[config.mk]
export PLATFORM = sky130hd
export DESIGN_NAME = idex_latch
export DESIGN_NICKNAME = d
export VERILOG_FILES = /design/src/rtl/idex_latch.sv
export SDC_FILE = /design/constraint.sdc
export NUM_CORES = 1
export LEC_CHECK = 0
export BUFFER_PORTS_ARGS = -buffer_cell sky130_fd_sc_hd__buf_4
export CORE_AREA = 3 3 150 152
export CTS_CLUSTER_DIAMETER = 200
export CTS_CLUSTER_SIZE = 8
export DETAILED_ROUTE_END_ITERATION = 16
export DIE_AREA = 0 0 153 155
export GPL_TIMING_DRIVEN = 0
export PLACE_DENSITY_LB_ADDON = 0.3
export SKIP_LAST_GASP = 1
export SLEW_MARGIN = 10
export SYNTH_ARGS = -nofsm -noshare
export SYNTH_HDL_FRONTEND = slang
export SYNTH_SLANG_ARGS = --single-unit
[constraint.sdc]
create_clock -name CLK -period 10.9 [get_ports CLK]
set_input_delay 0.545 -clock CLK [delete_from_list [all_inputs] [get_ports CLK]]
set_output_delay 0.545 -clock CLK [all_outputs]
set_load 0.01 [all_outputs]
[src/rtl/idex_latch.sv]
// ID/EX pipeline latch with bubble insertion, one-shot jump
// resolution pulse and a saturating held-in-EX stall counter.
module idex_latch #(
  parameter int STALL_W = 16
) (
  input  logic               CLK,
  input  logic               RST,
  input  logic               IDEX_enable,
  input  logic               IDEX_flush,
  input  logic               id_valid,
  input  logic [31:0]        id_pc,
  input  logic [31:0]        id_instr,
  input  logic [31:0]        id_rdat1,
  input  logic [31:0]        id_rdat2,
  input  logic [31:0]        id_imm,
  input  logic [4:0]         id_rs,
  input  logic [4:0]         id_rt,
  input  logic [4:0]         id_wsel,
  input  logic [5:0]         id_op,
  input  logic               id_RegWr,
  input  logic               id_MemRead,
  input  logic               id_MemWrite,
  input  logic               id_jump,
  output logic               ex_valid,
  output logic [31:0]        ex_pc,
  output logic [31:0]        ex_instr,
  output logic [31:0]        ex_rdat1,
  output logic [31:0]        ex_rdat2,
  output logic [31:0]        ex_imm,
  output logic [4:0]         ex_wsel,
  output logic               ex_RegWr,
  output logic               ex_MemRead,
  output logic               ex_MemWrite,
  output logic [4:0]         IDEX_Rs,
  output logic [4:0]         IDEX_Rt,
  output logic [5:0]         ex_op,
  output logic               JumpFlush,
  output logic [STALL_W-1:0] stall_cnt
);

  logic exJump;
  logic fired;
  logic doLoad;
  logic loadReal;
  logic isHold;
  logic stallSat;

  // A new entry arrives on reset, flush or enable; only an
  // un-flushed, valid enable outside reset brings real contents.
  always_comb begin
    doLoad   = RST | IDEX_flush | IDEX_enable;
    loadReal = ~RST & ~IDEX_flush & IDEX_enable & id_valid;
    isHold   = ~doLoad;
    stallSat = &stall_cnt;
  end

  // Pulse only in the first cycle a jump sits in EX.
  assign JumpFlush = ex_valid & exJump & ~fired;

  // Entry register: capture ID values or a zeroed bubble.
  always_ff @(posedge CLK) begin
    if (doLoad) begin
      if (loadReal) begin
        ex_valid    <= 1'b1;
        ex_pc       <= id_pc;
        ex_instr    <= id_instr;
        ex_rdat1    <= id_rdat1;
        ex_rdat2    <= id_rdat2;
        ex_imm      <= id_imm;
        ex_wsel     <= id_wsel;
        ex_RegWr    <= id_RegWr;
        ex_MemRead  <= id_MemRead;
        ex_MemWrite <= id_MemWrite;
        IDEX_Rs     <= id_rs;
        IDEX_Rt     <= id_rt;
        ex_op       <= id_op;
        exJump      <= id_jump;
      end else begin
        ex_valid    <= 1'b0;
        ex_pc       <= '0;
        ex_instr    <= '0;
        ex_rdat1    <= '0;
        ex_rdat2    <= '0;
        ex_imm      <= '0;
        ex_wsel     <= '0;
        ex_RegWr    <= 1'b0;
        ex_MemRead  <= 1'b0;
        ex_MemWrite <= 1'b0;
        IDEX_Rs     <= '0;
        IDEX_Rt     <= '0;
        ex_op       <= '0;
        exJump      <= 1'b0;
      end
    end
  end

  // Fired flag remembers a pulse until the next entry loads.
  always_ff @(posedge CLK) begin
    if (doLoad) begin
      fired <= 1'b0;
    end else begin
      fired <= fired | JumpFlush;
    end
  end

  // Count held valid cycles, saturating; flush+enable is no stall.
  always_ff @(posedge CLK) begin
    if (RST) begin
      stall_cnt <= '0;
    end else if (isHold && ex_valid && !stallSat) begin
      stall_cnt <= stall_cnt + 1'b1;
    end
  end

endmodule

==> results.txt <==
----------------------------------------------------
[Clocking]
  Clock slew at the register clock pins of the worst setup and hold paths ... 0.05 ns
  TritonCTS sink count ... 203
  Number of buffers between clock root and the deepest sink ... 3
  Number of instances resized during post-cts repair ... 0
  Quantity of hold-fixing buffers added after cts ... 0
  Cell at the root of the clock tree ... sky130_fd_sc_hd__clkbuf_16
  Clock H-tree levels ... 1
  Clock latency reported for the late side of the worst-skew pair ... 0.52 ns
  CTS tree ... done
  Post-CTS Setup Inserts ... 0
  CTS buffer count ... 29

[STA]
  Worst clock skew ... 0.006138 ns
  Post-route fraction of the period consumed by the critical path ... 20.05%
  Number of pins with negative max-slew slack in the final report ... 0
  Worst slew margin relative to its limit ... 34.63%
  Total negative slack for setup checks ... 0 ns
  Measured slew at the worst slew-check pin ... 0.9730 ns
  Number of hold-slack violations in the final timing report ... 0
  Top achievable clock speed ... 457.6 MHz
  Setup-failing EPs final ... 0
  Unrepaired setup endpoints after global routing ... no
  Shortest period the worst path allows ... 2.185 ns
  Final setup slack of the worst path ... 8.715 ns

[Critical path]
  Type of element launching the critical path ... register
  Cell-by-cell trace of the critical path ... or4b_4 -> or3_1 -> buf_2 -> or4_1 -> a21oi_1
  Type of element capturing the critical path ... register
  Cell family contributing the most delay on the critical path ... simple AND/OR/NAND/NOR gates
  CP Data Arrival Time ... 2.63 ns
  Biggest fanout along the worst timing path ... 8
  Required time worst endpoint ... 11.35 ns
  Delay contributed by the slowest stage of the critical path ... 0.52 ns
  Worst setup path category ... register to register
  Slowest cell on crit path ... sky130_fd_sc_hd__or4b_4
  Buffers and inverters on the worst path ... 1

[Floorplanning]
  I/O pin total ... 392
  Initial standard-cell utilization of the core ... 36.36%
  Total core area ... 21150 µm²
  DIE AREA ... 23720 µm²
  Standard-cell row count ... 53
  Die W ... 153 µm
  DIE HEIGHT ... 155 µm

[Synthesis]
  Synthesis Warnings ... 0
  Prevailing post-synth register cell ... sky130_fd_sc_hd__edfxtp_1
  Share of synthesized registers carrying an async set or reset ... 0%
  Post-Synthesis Net Count ... 688
  Sequential element share of the synthesized area ... 77.03%
  Number of flops mapped to enable cells by yosys ... 186
  Number of instances in the synthesized netlist ... 497
  Flip-flop and latch count after synthesis ... 203
  Distinct cells, synth ... 31
  Post-Syn Area per Cell ... 15.48 µm²
  Cell Area, Synth ... 7692 µm²

[Place]
  Final weighted congestion of routability-driven global placement ... 0.8526
  IO buf count ... 390
  Worst-case setup slack after placement ... 8.126 ns
  Half-perimeter wire length of the detailed placement result ... 16720 µm
  Placed Cells ... 1166

[Routing]
  Final WL ... 21730 µm
  Number of DRC markers in iteration 0 ... 269
  Initial DRT Pass Iterations ... 5
  Routed length per instance ... 18.01 µm
  Vias per inst ... 4.542
  DRC Markers ... 0
  Routed Antenna Nets ... 0
  Number of vias after detailed routing ... 5482

[Layout]
  Finished Layout Cells ... 1207
  Fraction of final layout cells with drive strength greater than 1 ... 46.14%
  Fillers ... 1751
  Fraction of the core area covered by cells at the end of the flow ... 55.95%
  Number of diodes added for antenna fixing ... 0
  Growth of design area from synthesis to finish ... 53.85%
  Number of nets in the finished design ... 1113

[Pwr]
  Areal power density over the cells ... 155.6 nW/µm²
  Pleak ... 0.005352 µW
  Worst voltage drop across the vdd grid ... 0.1220 mV

[Worst hold path]
  Class of the tightest hold or removal check ... input port to register

[Outcome]
  Status ... finished clean

[Global routing]
  Global-route wire length before repair ... 31820 µm
  Overall fraction of global-route tracks in use ... 17.25%
  Remaining Overflow, GRT ... 0
  Largest net degree at the start of global routing ... 50
  Via count of the first global-routing pass ... 5498
  Antenna violations before repair ... 0

[Flow run]
  Max Cap Viol ... 0

----------------------------------------------------
==> report_power, final <==
| group | internal, µW | total, µW | leakage, µW | switching [µW] |
|---|---|---|---|---|
| Clock | 477 | 782 | 0.000378 | 306 |
| Combinational | 94.9 | 161 | 0.00269 | 66.6 |
| Sequential | 887 | 898 | 0.00228 | 11.1 |
| Total | 1460 | 1840 | 0.00535 | 383 |
==> flip-flops by register name (all words and copies together) (netlist names) <==
| name | count |
|---|---|
| IDEX_Rt | 5 |
| ex_wsel | 5 |
| ex_imm | 32 |
| ex_instr | 32 |
| ex_RegWr | 1 |
| ex_MemRead | 1 |
| IDEX_Rs | 5 |
| ex_MemWrite | 1 |
| ex_rdat1 | 32 |
| stall_cnt | 16 |
| ex_pc | 32 |
| exJump | 1 |
| ex_valid | 1 |
| fired | 1 |
| ex_rdat2 | 32 |
| ex_op | 6 |
==> through the flow <==
stage	hold WS (ns)	total power, µW	cell area, µm²
after floorplan	0.4374	956.2	7692
after global placement	0.4517	1077	10960
after detailed placement	0.4618	1076	11060
after CTS	0.2053	1870	11840
after global routing	0.2192	1914	11840
final	0.2375	1842	11840
==> placed cells by master, fill, tap and decap left out, types with 2 or more instances in the layout <==
cell                          n
sky130_fd_sc_hd__a211oi_1     3
sky130_fd_sc_hd__nor4_1       2
sky130_fd_sc_hd__buf_12       3
sky130_fd_sc_hd__o21ai_0      6
sky130_fd_sc_hd__edfxtp_1   186
sky130_fd_sc_hd__clkbuf_1    31
sky130_fd_sc_hd__nor3_1       4
sky130_fd_sc_hd__nand4_1      5
sky130_fd_sc_hd__clkbuf_16   29
sky130_fd_sc_hd__and3_1       2
sky130_fd_sc_hd__nand3_1      4
sky130_fd_sc_hd__and2_1     185
sky130_fd_sc_hd__or3_1        6
sky130_fd_sc_hd__dfxtp_1     17
sky130_fd_sc_hd__nand2_1      9
sky130_fd_sc_hd__o31ai_1      6
sky130_fd_sc_hd__a21oi_1     12
sky130_fd_sc_hd__or4_1        6
sky130_fd_sc_hd__inv_1        6
sky130_fd_sc_hd__nor2_1       3
sky130_fd_sc_hd__buf_4      390
==> worst paths after layout <==
kind / from / slack, ns / cells past startpoint / to
setup reg to reg: ex_valid$_DFFE_PP_ / 8.71 / 5 / stall_cnt[10]$_SDFFE_PP0P_
hold / removal: RST / 0.24 / 2 / stall_cnt[15]$_SDFFE_PP0P_
setup / recovery: ex_valid$_DFFE_PP_ / 8.71 / 5 / stall_cnt[10]$_SDFFE_PP0P_
hold reg to reg: fired$_SDFF_PP0_ / 0.47 / 2 / fired$_SDFF_PP0_
==> Yosys cell counts, drive strengths merged, types with 3 or more instances <==
master	number	area, µm²
a211oi	3	22.52
a21oi	12	60.06
and2	185	1157
buf	3	20.01
clkbuf	21	78.83
dfxtp	17	340.3
edfxtp	186	5585
inv	6	22.52
nand2	9	33.78
nand3	4	20.02
nand4	5	31.28
nor2	3	11.26
nor3	4	20.02
o21ai	6	30.03
o31ai	6	45.04
or3	7	43.79
or4	6	45.04
==> area by class of cell <==
class	instances	area [µm²]	share of cell area [%]
inverter	6	22.52	0.1903
clock buffer	39	763.2	6.449
sequential	203	5926	50.07
buffer	24	98.84	0.8352
multi-input combinational	264	1650	13.94
clock inverter	2	15.01	0.1269
tap	275	344.1	2.907
timing repair buffer	394	3015	25.48
==> layer usage <==
metal | vias to the layer above | share of wire (%) | wire length (µm) | track usage [%]
li1 | 2623 | - | - | -
met3 | 51 | 9.9 | 2145 | 6.203
met2 | 275 | 49 | 10750 | 29.25
met4 | 0 | 4.1 | 892 | 7.213
met1 | 2533 | 37 | 7949 | 19.94
met5 | - | 0 | 0 | 0
==> cells by family (layout without fill, tap and decap cells) <==
family / Yosys count / count (layout) / share of synthesized area [%]
AO/OA/AOI/OAI: 31 / 31 / 2.521
adder cells (fa/ha/maj): 1 / 1 / 0.1626
buffers and inverters: 30 / 465 / 1.578
flip-flops: 203 / 203 / 77.03
AND/OR/NAND/NOR: 232 / 232 / 18.71
Note: power is estimated with default switching activity, not from simulation.
